===== src/rtl/coin_return_sequencer_pkg.sv =====
// Purpose: shared coin values, widths and FSM encodings for the coin return sequencer.
// Latency: n/a (constants only).
// Backpressure: n/a.
package coin_return_sequencer_pkg;

    localparam int kTotalBits = 31;
    localparam int kNumCoins  = 3;

    localparam int kCoinVal0 = 100;
    localparam int kCoinVal1 = 500;
    localparam int kCoinVal2 = 1000;

    // Return FSM encodings
    localparam logic [1:0] ST_IDLE   = 2'd0;
    localparam logic [1:0] ST_SELECT = 2'd1;
    localparam logic [1:0] ST_ISSUE  = 2'd2;
    localparam logic [1:0] ST_DONE   = 2'd3;

endpackage


===== src/rtl/coin_return_sequencer_coin_select.sv =====
// Purpose: combinational largest-fit coin picker for the remaining return amount.
// Latency: 0 cycles (pure combinational).
// Backpressure: none; output follows remain directly.
// Ports: remain (amount still owed), sel (one-hot, bit2 = COIN_VAL2), none_fit (remain < COIN_VAL0).
module coin_return_sequencer_coin_select
    import coin_return_sequencer_pkg::*;
#(
    parameter int TOTAL_BITS = kTotalBits,
    parameter int COIN_VAL0  = kCoinVal0,
    parameter int COIN_VAL1  = kCoinVal1,
    parameter int COIN_VAL2  = kCoinVal2
) (
    input  logic [TOTAL_BITS-1:0] remain,
    output logic [kNumCoins-1:0]  sel,
    output logic                  none_fit
);

    always_comb begin
        sel      = '0;
        none_fit = 1'b0;
        if (remain >= TOTAL_BITS'(COIN_VAL2)) begin
            sel = 3'b100;
        end else if (remain >= TOTAL_BITS'(COIN_VAL1)) begin
            sel = 3'b010;
        end else if (remain >= TOTAL_BITS'(COIN_VAL0)) begin
            sel = 3'b001;
        end else begin
            none_fit = 1'b1;
        end
    end

endmodule


===== src/rtl/coin_return_sequencer.sv =====
// Purpose: latches current_total on a return request and pays it out one coin per hopper handshake, largest first.
// Latency: trigger sampled at edge N -> first o_coin_valid in cycle N+2; each coin costs 2 cycles plus hopper stalls.
// Backpressure: o_coin_valid/o_coin_sel hold until i_hopper_ready; with RETURN_TIMEOUT_EN defined a stall of
//   TIMEOUT_CYCLES aborts the return with o_fault set (macro undefined: waits forever, o_fault tied 0).
// Ports: clk, reset_n (async active-low), i_trigger_return, current_total, i_hopper_ready,
//   o_coin_valid, o_coin_sel, o_dispensed_value, o_busy, o_return_done, o_residual, o_fault.
module coin_return_sequencer
    import coin_return_sequencer_pkg::*;
#(
    parameter int TOTAL_BITS     = kTotalBits,
    parameter int COIN_VAL0      = kCoinVal0,
    parameter int COIN_VAL1      = kCoinVal1,
    parameter int COIN_VAL2      = kCoinVal2,
    parameter int TIMEOUT_CYCLES = 255
) (
    input  logic                  clk,
    input  logic                  reset_n,
    input  logic                  i_trigger_return,
    input  logic [TOTAL_BITS-1:0] current_total,
    input  logic                  i_hopper_ready,
    output logic                  o_coin_valid,
    output logic [kNumCoins-1:0]  o_coin_sel,
    output logic [TOTAL_BITS-1:0] o_dispensed_value,
    output logic                  o_busy,
    output logic                  o_return_done,
    output logic [TOTAL_BITS-1:0] o_residual,
    output logic                  o_fault
);

    logic [1:0]            state;
    logic [TOTAL_BITS-1:0] remain;
    logic [kNumCoins-1:0]  sel_q;
    logic [kNumCoins-1:0]  pick_sel;
    logic                  none_fit;
    logic [TOTAL_BITS-1:0] sel_value;
    logic                  timeout_hit;

    coin_return_sequencer_coin_select #(
        .TOTAL_BITS (TOTAL_BITS),
        .COIN_VAL0  (COIN_VAL0),
        .COIN_VAL1  (COIN_VAL1),
        .COIN_VAL2  (COIN_VAL2)
    ) u_coin_select (
        .remain   (remain),
        .sel      (pick_sel),
        .none_fit (none_fit)
    );

    // Value of the coin currently presented; decoded from the registered select so it is
    // glitch-free and available in the handshake cycle itself.
    always_comb begin
        sel_value = '0;
        case (sel_q)
            3'b100:  sel_value = TOTAL_BITS'(COIN_VAL2);
            3'b010:  sel_value = TOTAL_BITS'(COIN_VAL1);
            3'b001:  sel_value = TOTAL_BITS'(COIN_VAL0);
            default: sel_value = '0;
        endcase
    end

    assign o_coin_valid      = (state == ST_ISSUE);
    assign o_coin_sel        = o_coin_valid ? sel_q : '0;
    assign o_dispensed_value = (o_coin_valid && i_hopper_ready) ? sel_value : '0;
    assign o_busy            = (state != ST_IDLE);
    assign o_return_done     = (state == ST_DONE);

`ifdef RETURN_TIMEOUT_EN
    localparam int CW = ($clog2(TIMEOUT_CYCLES + 1) > 8) ? $clog2(TIMEOUT_CYCLES + 1) : 8;

    logic [CW-1:0] stall_cnt;
    logic          fault_q;

    // Fires on the TIMEOUT_CYCLES-th consecutive stalled cycle of one coin.
    assign timeout_hit = o_coin_valid && !i_hopper_ready &&
                         (stall_cnt == CW'(TIMEOUT_CYCLES - 1));
    assign o_fault     = fault_q;

    always_ff @(posedge clk or negedge reset_n) begin
        if (!reset_n) begin
            stall_cnt <= '0;
            fault_q   <= 1'b0;
        end else begin
            if (state == ST_IDLE && i_trigger_return) begin
                fault_q <= 1'b0;
            end
            if (state == ST_SELECT) begin
                stall_cnt <= '0;
            end else if (o_coin_valid && !i_hopper_ready) begin
                if (timeout_hit) begin
                    fault_q <= 1'b1;
                end else begin
                    stall_cnt <= stall_cnt + 1'b1;
                end
            end
        end
    end
`else
    logic unused_timeout;

    assign timeout_hit    = 1'b0;
    assign o_fault        = 1'b0;
    assign unused_timeout = (TIMEOUT_CYCLES != 0);
`endif

    always_ff @(posedge clk or negedge reset_n) begin
        if (!reset_n) begin
            state      <= ST_IDLE;
            remain     <= '0;
            sel_q      <= '0;
            o_residual <= '0;
        end else begin
            case (state)
                ST_IDLE: begin
                    if (i_trigger_return) begin
                        remain     <= current_total;
                        o_residual <= '0;
                        state      <= ST_SELECT;
                    end
                end
                ST_SELECT: begin
                    if (none_fit) begin
                        state <= ST_DONE;
                    end else begin
                        sel_q <= pick_sel;
                        state <= ST_ISSUE;
                    end
                end
                ST_ISSUE: begin
                    // Selection guarantees sel_value <= remain, so no underflow.
                    if (i_hopper_ready) begin
                        remain <= remain - sel_value;
                        state  <= ST_SELECT;
                    end else if (timeout_hit) begin
                        state <= ST_DONE;
                    end
                end
                default: begin
                    o_residual <= remain;
                    state      <= ST_IDLE;
                end
            endcase
        end
    end

endmodule


===== config.mk =====
export PLATFORM = sky130hd
export DESIGN_NAME = coin_return_sequencer
export DESIGN_NICKNAME = d
export VERILOG_FILES = /design/src/rtl/coin_return_sequencer_pkg.sv /design/src/rtl/coin_return_sequencer_coin_select.sv /design/src/rtl/coin_return_sequencer.sv
export SDC_FILE = /design/constraint.sdc
export NUM_CORES = 1
export LEC_CHECK = 0
export CAP_MARGIN = 10
export CORE_AREA = 3 3 111 113
export DETAILED_ROUTE_END_ITERATION = 16
export DIE_AREA = 0 0 114 116
export PLACE_DENSITY_LB_ADDON = 0.1
export SLEW_MARGIN = 20
export SYNTH_ARGS = -nofsm -noshare
export SYNTH_HDL_FRONTEND = slang
export SYNTH_SLANG_ARGS = --single-unit

===== constraint.sdc =====
create_clock -name clk -period 6.28 [get_ports clk]
set_input_delay 0.628 -clock clk [delete_from_list [all_inputs] [get_ports clk]]
set_output_delay 0.628 -clock clk [all_outputs]
set_load 0.01 [all_outputs]

==> flow_metrics.py, run 1 <==
metrics = {
    "grt": {
        "grt_overflow": 0,
        "antenna_found_initial": 0,
        "grt_max_degree": 68,
        "track_usage_pct": 17.6,
        "grt_pass1_vias": 3438,
        "grt_pass1_wl_um": 18400,
    },
    "finish": {
        "drive_above_1_share_pct": 7.36,
        "nets": 548,
        "num-fill-cells": 1154,
        "fin_util_pct": 44.7,
        "multi_input_area_mm2": 0.00203,
        "layout_common_cells": "78 x clkdlybuf4s50_1, 67 x dfrtp_1, 35 x nor2_1",
        "seq_area_mm2": 0.00168,
        "diodes": 0,
        "fin_cells": 646,
        "final_area_mm2": 0.00510,
        "final_common_cell": "clkdlybuf4s50_1",
        "synthToLayoutAreaGrowth_pct": 28.5,
    },
    "synth": {
        "syn_inst": 431,
        "synthDistinctLibCells": 62,
        "async_flop_share_pct": 100,
        "synth_edf_count": 0,
        "yosysSeqAreaShare_pct": 42.2,
        "ys_seq_elements": 67,
        "synthFlopType": "dfrtp_1",
        "synth_top_family_by_area": "compound AO/OA/AOI/OAI gates",
        "synth-simple-area-share_pct": 17.7,
        "synthMuxAreaShare_pct": 1.01,
        "synth_area_mm2": 0.00397,
        "synth_warnings": 0,
        "syn_area_per_cell_um2": 9.22,
        "synth-compound-area-share_pct": 24.2,
        "synth-xor-area-share_pct": 0.661,
        "synth_fa_ha_area_share_pct": 4.91,
    },
    "placement": {
        "dp.final_hpwl_um": 8040,
        "place_ws_ns": 3.08,
        "placed_area_mm2": 0.00478,
        "io_buffers": 79,
        "finalWeightedCongestion": 0.824,
        "placed_cells": 630,
    },
    "cts": {
        "tritoncts": "yes",
        "postCtsHoldBufs": 0,
        "cts.repair.resized": 0,
        "cts_setup_buffers": 0,
        "cts.sinks": 67,
        "clkTransAtPathRegs_ns": 0.06,
        "numCtsBuffers": 9,
        "cts_root_buf": "clkbuf_16",
        "cts_max_level": 3,
        "clkLatencyLatePin_ns": 0.33,
        "clockBufferDepth": 2,
    },
    "timing": {
        "tightest_slew_ns": 0.975,
        "setup_tns_ns": 0,
        "relSlewSlack_pct": 34.4,
        "setup_ws_ns": 3.03,
        "finalSetupViolations": 0,
        "slew_violations": 0,
        "clock.fmax_mhz": 307,
        "skew_ns": 0.0107,
        "hold_viol": 0,
        "fin_crit_ns": 3.25,
        "grt_setup_unrepaired": "false",
        "finalCritPeriodShare_pct": 51.8,
    },
    "setup_path": {
        "cp.depth": 6,
        "crit_start": "state[0]$_DFFE_PN0P_",
        "crit_family": "buffers and inverters",
        "crit_buf_inv": 3,
        "start_kind": "flip-flop",
        "cp_slowest_cell": "clkdlybuf4s50_1",
        "crit_chain": "inv_1 > ha_2 > buf_4 > nand2_1 > a21oi_1 > clkdlybuf4s50_1",
        "path_class": "reg -> out",
        "rr_worst_depth": 9,
        "slowest_delay_ns": 0.58,
        "reg2reg_from": "sel_q[0]$_DFFE_PN0P_",
        "cp_data_arrival_time_ns": 2.63,
        "cp_max_fo": 55,
        "required_ns": 5.65,
        "end_kind": "output pin",
    },
    "drt": {
        "dr.first_iter.drc_count": 254,
        "drc_errors": 0,
        "antenna_left": 0,
        "wire_per_inst_um": 17.6,
        "firstDrtPassIters": 4,
        "route.vias.total": 3491,
        "drt-total-wl_um": 11400,
        "avgViaCountPerCell": 5.40,
    },
    "worst_hold_path": {
        "min_path_cells": 2,
        "min-delay-start": "remain[1]$_DFFE_PN0P_",
        "hp-class": "reg -> reg",
    },
    "die": {
        "die_area_mm2": 0.0132,
        "initial_core_util_pct": 34.8,
        "io_pins": 104,
        "num_rows": 39,
        "die_w_um": 114,
        "core_mm2": 0.0114,
        "die_h_um": 116,
    },
    "run_status": {
        "status": "completed",
    },
    "flow_run": {
        "cap_viol_max_count": 0,
    },
    "power_and_ir_drop": {
        "cellPowerDensity_mw_per_mm2": 533,
        "leakage_nw": 2.18,
        "ir_worst_vdd_mv": 0.199,
    },
}
-- metrics by stage --
stage	power, mW	hold WS, ns
6_report	2.72	0.474
5_1_grt	2.94	0.505
4_1_cts	2.75	0.475
3_5_place_dp	2.19	0.462
3_3_place_gp	2.17	0.454
2_1_floorplan	1.68	0.332
-- path summary, 6_finish.rpt --
check,endpoint,slack (ns)
setup / recovery,o_dispensed_value[8],3.03
hold / removal,remain[1]$_DFFE_PN0P_,0.47
setup reg to reg,remain[29]$_DFFE_PN0P_,3.05
hold reg to reg,remain[1]$_DFFE_PN0P_,0.47
max in group asynchronous,remain[25]$_DFFE_PN0P_,5.18
min in group asynchronous,o_residual[2]$_DFFE_PN0P_,0.52
-- sequential cells by signal, summed over array words and instances, names as in the netlist --
| signal | flops |
|---|---|
| o_residual | 31 |
| remain | 31 |
| sel_q | 3 |
| state | 2 |
-- where the power goes --
group	leakage, nW	internal [mW]	switching [mW]	total (mW)
clock network	0.159	0.369	0.188	0.557
logic	1.21	0.613	0.695	1.31
registers	0.808	0.639	0.219	0.858
total	2.18	1.62	1.10	2.72
-- routing by layer --
metal | global-route usage, % | wire length [µm] | vias to the layer above
met5 | 0 | 0 | -
met3 | 4.23 | 772 | 11
met2 | 27.9 | 5310 | 129
met4 | 3.80 | 117 | 0
li1 | - | - | 1674
met1 | 24.6 | 5160 | 1677
-- cell type report --
cell class	instances	area share [%]
clock inverter	4	1.42
clock buffer	12	5.02
timing repair buffer	87	16.6
sequential	67	32.8
multi-input combinational	320	39.7
tap	143	3.50
inverter	13	0.956
-- cells by family after synthesis --
group | count (synthesis)
and+or+nand+nor | 138
AOI/OAI and AO/OA | 136
DFF | 67
buffers and inverters | 67
adders and majority gates | 15
muxes | 4
xor gates and xnor gates | 3
other | 1
-- worst reg2reg max path, cell delays in order (launching register included) --
cell and delay (ns):
dfrtp_1 0.42, or3_1 0.50, and2_1 0.21, ha_1 0.22
a211oi_1 0.35, o211ai_1 0.14, nor2_1 0.70, nand4_1 0.22
a21oi_1 0.21, a2bb2oi_1 0.16
-- cells in the mapped netlist (2+ instances only) --
master     count  area, µm²
dfrtp_1       67       1680
nor2_1        36        135
a21oi_1       33        165
nand2_1       33        124
a22o_1        30        263
buf_4         28        210
clkbuf_1      24       90.1
o21ai_0       18       90.1
ha_1          14        175
inv_1         13       48.8
nor3_1        12       60.1
nand3_1        9       45.0
nand4_1        9       56.3
o22ai_1        7       43.8
a2bb2oi_1      6       52.6
nand2b_1       6       37.5
and2_1         5       31.3
nor4_1         5       31.3
a31oi_1        4       25.0
and3_1         4       25.0
mux2i_1        4       40.0
o211ai_1       4       30.0
o22a_1         4       35.0
a211oi_1       3       22.5
a22oi_1        3       22.5
o211a_1        3       30.0
or3_1          3       18.8
xnor2_1        3       26.3
a311oi_1       2       17.5
nand3b_1       2       15.0
nor2b_1        2       12.5
o21a_1         2       15.0
o311ai_0       2       17.5
or2_2          2       12.5
or4_1          2       15.0
Power figures use the tool's default switching activity.
==> inputs of run 2 (changes only) <==
==> constraint.sdc (replaced) <==
create_clock -name clk -period 2.7 [get_ports clk]
set_input_delay 0.27 -clock clk [delete_from_list [all_inputs] [get_ports clk]]
set_output_delay 0.27 -clock clk [all_outputs]
set_load 0.01 [all_outputs]
==> run 2 against run 1 <==
Against the previous run:
- via count is 4.9% higher
- first-iteration DRC count is 20% lower
- combinational power grew to 2.6 times the previous value
- critical path depth is 5 higher
- sequential power is 130% higher
- core utilization is 3.6 points higher
- register-to-register slack worse by 3.0 ns
- cell count is 5.4% higher
- flip-flop and latch count stayed put
- setup slack worse by 3.0 ns
- total power is 140% higher
- critical path type is now reg -> reg
==> flow_metrics.py, run 2 (synthesized netlist as in run 1, its figures left out) <==
metrics = {
    "setup_path": {
        "cp_slowest_cell": "dfrtp_2",
        "start_kind": "flip-flop",
        "slowest_delay_ns": 0.44,
        "cp_data_arrival_time_ns": 2.91,
        "reg2reg_from": "sel_q[1]$_DFFE_PN0P_",
        "end_kind": "flip-flop",
        "rrSetupSlack_ns": 0.02,
        "path_class": "reg -> reg",
        "r2r_end": "remain[12]$_DFFE_PN0P_",
        "cpMostUsedCell": "buf_6",
        "required_ns": 2.93,
        "rr_worst_depth": 11,
        "cp_max_fo": 7,
        "crit_chain": "or3_4 > inv_4 > buf_6 > fa_2 > nor2b_4 > o31a_1 > o31ai_4 > buf_6 > nor4b_4 > nor3_2 > a311oi_2",
    },
    "grt": {
        "grt_pass1_vias": 3531,
        "antenna_found_initial": 0,
        "track_usage_pct": 18.3,
        "grt_overflow": 0,
        "grt_max_degree": 48,
        "grt_pass1_wl_um": 18800,
    },
    "timing": {
        "fin_crit_ns": 2.68,
        "setup_ws_ns": 0.0194,
        "skew_ns": 0.00645,
        "tightest_slew_ns": 0.654,
        "finalSetupViolations": 0,
        "relSlewSlack_pct": 56.4,
        "finalCritPeriodShare_pct": 99.3,
        "slew_violations": 0,
        "grt_setup_unrepaired": "true",
        "setup_tns_ns": 0,
        "hold_viol": 0,
        "clock.fmax_mhz": 373,
    },
    "drt": {
        "wl_met1_um": 5600,
        "firstDrtPassIters": 4,
        "dr.first_iter.drc_count": 204,
        "dr_wl_met3_um": 583,
        "route.met2.wl_um": 5790,
        "route.vias.total": 3661,
        "top_layer": "met4",
        "avgViaCountPerCell": 5.38,
        "drc_errors": 0,
        "antenna_left": 0,
        "wire_per_inst_um": 17.9,
        "drt-total-wl_um": 12200,
    },
    "cts": {
        "cts.sinks": 67,
        "cts_max_level": 3,
        "clkLatencyLatePin_ns": 0.33,
        "clkTransAtPathRegs_ns": 0.06,
        "numCtsBuffers": 9,
        "tritoncts": "yes",
        "clockBufferDepth": 2,
        "cts_root_buf": "clkbuf_16",
    },
    "flow_run": {
        "cap_viol_max_count": 0,
    },
    "worst_hold_path": {
        "min_path_cells": 2,
        "min-delay-start": "remain[0]$_DFFE_PN0P_",
        "hold_end": "remain[0]$_DFFE_PN0P_",
        "hp-class": "reg -> reg",
    },
    "placement": {
        "io_buffers": 79,
        "place_ws_ns": -0.0910,
        "dp.final_hpwl_um": 8700,
        "finalWeightedCongestion": 0.854,
    },
    "die": {
        "io_pins": 104,
        "die_h_um": 116,
        "initial_core_util_pct": 34.8,
        "die_w_um": 114,
        "die_area_mm2": 0.0132,
        "core_mm2": 0.0114,
        "num_rows": 39,
    },
    "finish": {
        "diodes": 0,
        "synthToLayoutAreaGrowth_pct": 38.9,
        "nets": 584,
        "final_common_cell": "clkdlybuf4s50_1",
        "num-fill-cells": 1100,
        "fin_util_pct": 48.3,
        "layout_common_cells": "78 x clkdlybuf4s50_1, 65 x dfrtp_1, 37 x buf_4",
        "drive_above_1_share_pct": 17.7,
        "top_regs": "o_residual (31), remain (31), sel_q (3)",
    },
    "run_status": {
        "status": "completed",
    },
    "power_and_ir_drop": {
        "leakage_nw": 2.36,
        "cellPowerDensity_mw_per_mm2": 1200,
        "ir_worst_vdd_mv": 0.495,
        "design_power_total_mw": 6.60,
    },
}
==> run 2: worst max path at each step <==
stage,startpoint,end,slack [ns],depth (start not counted)
final,sel_q[1]$_DFFE_PN0P_,remain[12]$_DFFE_PN0P_,0.02,11
after global routing,sel_q[1]$_DFFE_PN0P_,remain[12]$_DFFE_PN0P_,-0.15,11
after CTS,sel_q[0]$_DFFE_PN0P_,remain[12]$_DFFE_PN0P_,-0.04,11
after detailed placement,sel_q[0]$_DFFE_PN0P_,remain[24]$_DFFE_PN0P_,-0.09,10
after global placement,sel_q[0]$_DFFE_PN0P_,remain[28]$_DFFE_PN0P_,0.01,10
after floorplan,sel_q[0]$_DFFE_PN0P_,remain[12]$_DFFE_PN0P_,0.007,12
==> run 2: critical path: cells and delay by family (launching register included) <==
kind | cells | cell delay [ns]
AOI/OAI and AO/OA | 3 | 0.82
adders and majority gates | 1 | 0.21
and+or+nand+nor | 4 | 0.78
DFF | 1 | 0.44
buffers and inverters | 3 | 0.33
==> run 2: per-layer routing <==
metal	track usage (%)	up-vias
li1	-	1744
met1	24.9	1798
met2	29.0	105
met3	4.23	14
met4	6.10	0
met5	0	-
==> run 2: repair_timing <==
item,in CTS,in global routing
setup endpoints to repair,9,21
endpoints found under the hold margin,23,0
gates resized for setup,4,31
pin swaps,1,22
hold buffers,1,0
buffers inserted,0,8
==> run 2: final cells by class <==
class / instances / area (µm²) / area share, %
Timing Repair Buffer: 123 / 1150 / 20.8
Inverter: 13 / 51.3 / 0.929
Multi-Input combinational cell: 320 / 2160 / 39.2
Tap cell: 143 / 179 / 3.24
Sequential cell: 67 / 1680 / 30.4
Clock inverter: 2 / 35.0 / 0.635
Clock buffer: 13 / 260 / 4.72
==> run 2: power by group <==
part | switching, mW | internal [mW]
Combinational | 1.80 | 1.65
Clock | 0.426 | 0.759
Sequential | 0.473 | 1.49
Total | 2.70 | 3.89
==> run 2: metrics by stage <==
step	hold slack, ns	area [µm²]	cells
finish	0.468	5520	681
global route	0.504	5520	681
CTS	0.478	5330	673
detailed placement	0.338	5010	657
global placement	0.334	5010	657
floorplan	-0.0256	4080	454
==> inputs of run 3 (changes only) <==
--- a/config.mk
+++ b/config.mk
@@ -5,10 +5,11 @@
 export SDC_FILE = /design/constraint.sdc
 export NUM_CORES = 1
 export LEC_CHECK = 0
+export ABC_AREA = 1
 export CAP_MARGIN = 10
-export CORE_AREA = 3 3 111 113
+export CORE_AREA = 3 3 105 107
 export DETAILED_ROUTE_END_ITERATION = 16
-export DIE_AREA = 0 0 114 116
+export DIE_AREA = 0 0 108 110
 export PLACE_DENSITY_LB_ADDON = 0.1
 export SLEW_MARGIN = 20
 export SYNTH_ARGS = -nofsm -noshare
==> run 3 against run 2 <==
Against the previous run:
- the flow now finishes with violations (hold timing)
- clock power shrank 32%
- final area up 3.4%
- register-to-register slack gained 0.22 ns
- critical path type unchanged
- largest cell class unchanged
==> flow_metrics.py, run 3 <==
metrics = {
    "setup_path": {
        "rrSetupSlack_ns": 0.24,
        "rr_worst_depth": 15,
        "cp_data_arrival_time_ns": 2.71,
        "cp_slowest_cell": "dfrtp_1",
        "cp_max_fo": 7,
        "crit_family": "simple AND/OR/NAND/NOR gates",
        "crit_chain": "nor3_2 > inv_2 > nand2_1 > nor2_2 > ha_1 > nand2_1 > clkinv_1 > a21oi_1 > nand2_1 > nand2_2 > nand2_1 > nor2_1 > o21ai_1 > nand2_1 > inv_1",
        "r2r_end": "remain[11]$_DFFE_PN0P_",
        "end_kind": "flip-flop",
        "crit_buf_inv": 3,
        "required_ns": 2.95,
        "cpMostUsedCell": "nand2_1",
        "path_class": "reg -> reg",
        "start_kind": "flip-flop",
        "slowest_delay_ns": 0.44,
        "reg2reg_from": "sel_q[0]$_DFFE_PN0P_",
    },
    "placement": {
        "placed_cells": 891,
        "io_buffers": 79,
        "placed_area_mm2": 0.00551,
        "dp.final_hpwl_um": 9940,
        "finalWeightedCongestion": 0.877,
        "place_ws_ns": 0.158,
    },
    "timing": {
        "finalCritPeriodShare_pct": 91.1,
        "setup_tns_ns": 0,
        "finalSetupViolations": 0,
        "tightest_slew_ns": 0.783,
        "relSlewSlack_pct": 47.8,
        "clock.fmax_mhz": 407,
        "hold_viol": 4,
        "fin_hold_ws_ns": -0.00568,
        "slew_violations": 0,
        "skew_ns": 0.0138,
        "setup_ws_ns": 0.240,
        "fin_crit_ns": 2.46,
    },
    "cts": {
        "clkLatencyLatePin_ns": 0.36,
        "tritoncts": "yes",
        "cts.sinks": 67,
        "postCtsHoldBufs": 0,
        "clockBufferDepth": 2,
        "cts.repair.resized": 0,
        "numCtsBuffers": 9,
        "clkTransAtPathRegs_ns": 0.07,
        "cts_root_buf": "clkbuf_8",
        "cts_setup_buffers": 0,
        "cts_max_level": 3,
    },
    "die": {
        "initial_core_util_pct": 45.9,
        "die_area_mm2": 0.0119,
        "core_mm2": 0.0102,
        "num_rows": 37,
        "die_w_um": 108,
        "die_h_um": 110,
        "io_pins": 104,
    },
    "finish": {
        "fin_cells": 906,
        "final_area_mm2": 0.00571,
        "synthToLayoutAreaGrowth_pct": 21.4,
        "drive_above_1_share_pct": 7.79,
        "fin_util_pct": 55.8,
        "layout_common_cells": "163 x nand2_1, 101 x inv_1, 80 x nor2_1",
        "top_regs": "o_residual (31), remain (31), sel_q (3)",
        "final_common_cell": "nand2_1",
        "nets": 816,
        "diodes": 0,
    },
    "grt": {
        "grt_pass1_vias": 4158,
        "antenna_found_initial": 0,
        "track_usage_pct": 23.4,
        "grt_max_degree": 37,
        "grt_pass1_wl_um": 21600,
        "grt_overflow": 0,
    },
    "power_and_ir_drop": {
        "ir_worst_vdd_mv": 0.596,
        "cellPowerDensity_mw_per_mm2": 1250,
        "leakage_nw": 2.74,
        "design_power_total_mw": 7.12,
    },
    "synth": {
        "synthDistinctLibCells": 36,
        "synth_warnings": 0,
        "synth_common_cells": "164 x nand2_1, 101 x inv_1, 81 x nor2_1",
        "syn_inst": 693,
        "yosysTopAreaCell": "dfrtp_1",
        "syn_area_per_cell_um2": 6.78,
        "yosysTopAreaCellShare_pct": 35.7,
        "yosysSeqAreaShare_pct": 35.7,
        "synth_area_mm2": 0.00470,
        "synth_area_leaders": "dfrtp_1 36%, nand2_1 13%, nand3_1 8.3%, inv_1 8.1%, nor2_1 6.5%",
        "synthFlopType": "dfrtp_1",
        "ys_seq_elements": 67,
        "async_flop_share_pct": 100,
        "yosysMostFrequentCell": "nand2_1",
        "synth_edf_count": 0,
    },
    "drt": {
        "dr.first_iter.drc_count": 284,
        "firstDrtPassIters": 5,
        "route.vias.total": 4501,
        "wire_per_inst_um": 14.7,
        "antenna_left": 0,
        "avgViaCountPerCell": 4.97,
        "drc_errors": 0,
        "drt-total-wl_um": 13300,
    },
    "flow_run": {
        "cap_viol_max_count": 0,
    },
    "run_status": {
        "status": "complete, but fails checks",
        "violations": "hold timing",
    },
    "worst_hold_path": {
        "hp-class": "in -> async",
    },
}
[run 3: cell families (layout without fill, tap and decap cells)]
kind of cell	Yosys count	count (layout)	synth area share, %
AOI/OAI and AO/OA	83	83	9.90
xor gates and xnor gates	5	5	0.932
adders and majority gates	15	15	4.15
buffers and inverters	158	212	15.7
DFF	67	67	35.7
other	1	24	0.0798
and+or+nand+nor	364	364	33.6
[run 3: report_power, final]
group          internal [mW]  switching (mW)
registers               1.48           0.470
logic                   1.62            2.74
clock network          0.420           0.390
total                   3.52            3.60
[run 3: final cells by class]
class	instances	area, µm²
repair buffers	88	878
multi-input cells	491	2400
inverters	109	409
well taps	136	170
fillers	1017	4520
clock buffers	12	135
flip-flops and latches	67	1680
clock inverters	3	40.0
[run 3: worst reg2reg max path: stages (launching register included)]
cell and delay [ns]:
dfrtp_1 0.44, nor3_2 0.25, inv_2 0.08, nand2_1 0.11, nor2_2 0.07, ha_1 0.34, nand2_1 0.11, clkinv_1 0.09
a21oi_1 0.15, nand2_1 0.13, nand2_2 0.22, nand2_1 0.11, nor2_1 0.10, o21ai_1 0.06, nand2_1 0.08, inv_1 0.03
[run 3: per-layer routing]
metal | wire (µm) | up-vias | share of wire (%) | track usage [%]
li1 | - | 2271 | - | -
met1 | 6490 | 2073 | 49 | 33.0
met2 | 6060 | 149 | 45 | 38.6
met3 | 675 | 8 | 5.1 | 3.73
met4 | 100 | 0 | 0.75 | 4.60
met5 | 0 | - | 0 | 0
[run 3: worst max path at each step]
stage / slack, ns / from / cells past startpoint / to
floorplan: 0.51 / sel_q[0]$_DFFE_PN0P_ / 13 / remain[15]$_DFFE_PN0P_
global placement: 0.26 / sel_q[0]$_DFFE_PN0P_ / 16 / remain[30]$_DFFE_PN0P_
detailed placement: 0.16 / sel_q[0]$_DFFE_PN0P_ / 16 / remain[30]$_DFFE_PN0P_
CTS: 0.14 / sel_q[0]$_DFFE_PN0P_ / 16 / remain[30]$_DFFE_PN0P_
global route: -0.02 / sel_q[1]$_DFFE_PN0P_ / 16 / remain[26]$_DFFE_PN0P_
finish: 0.24 / sel_q[0]$_DFFE_PN0P_ / 15 / remain[11]$_DFFE_PN0P_
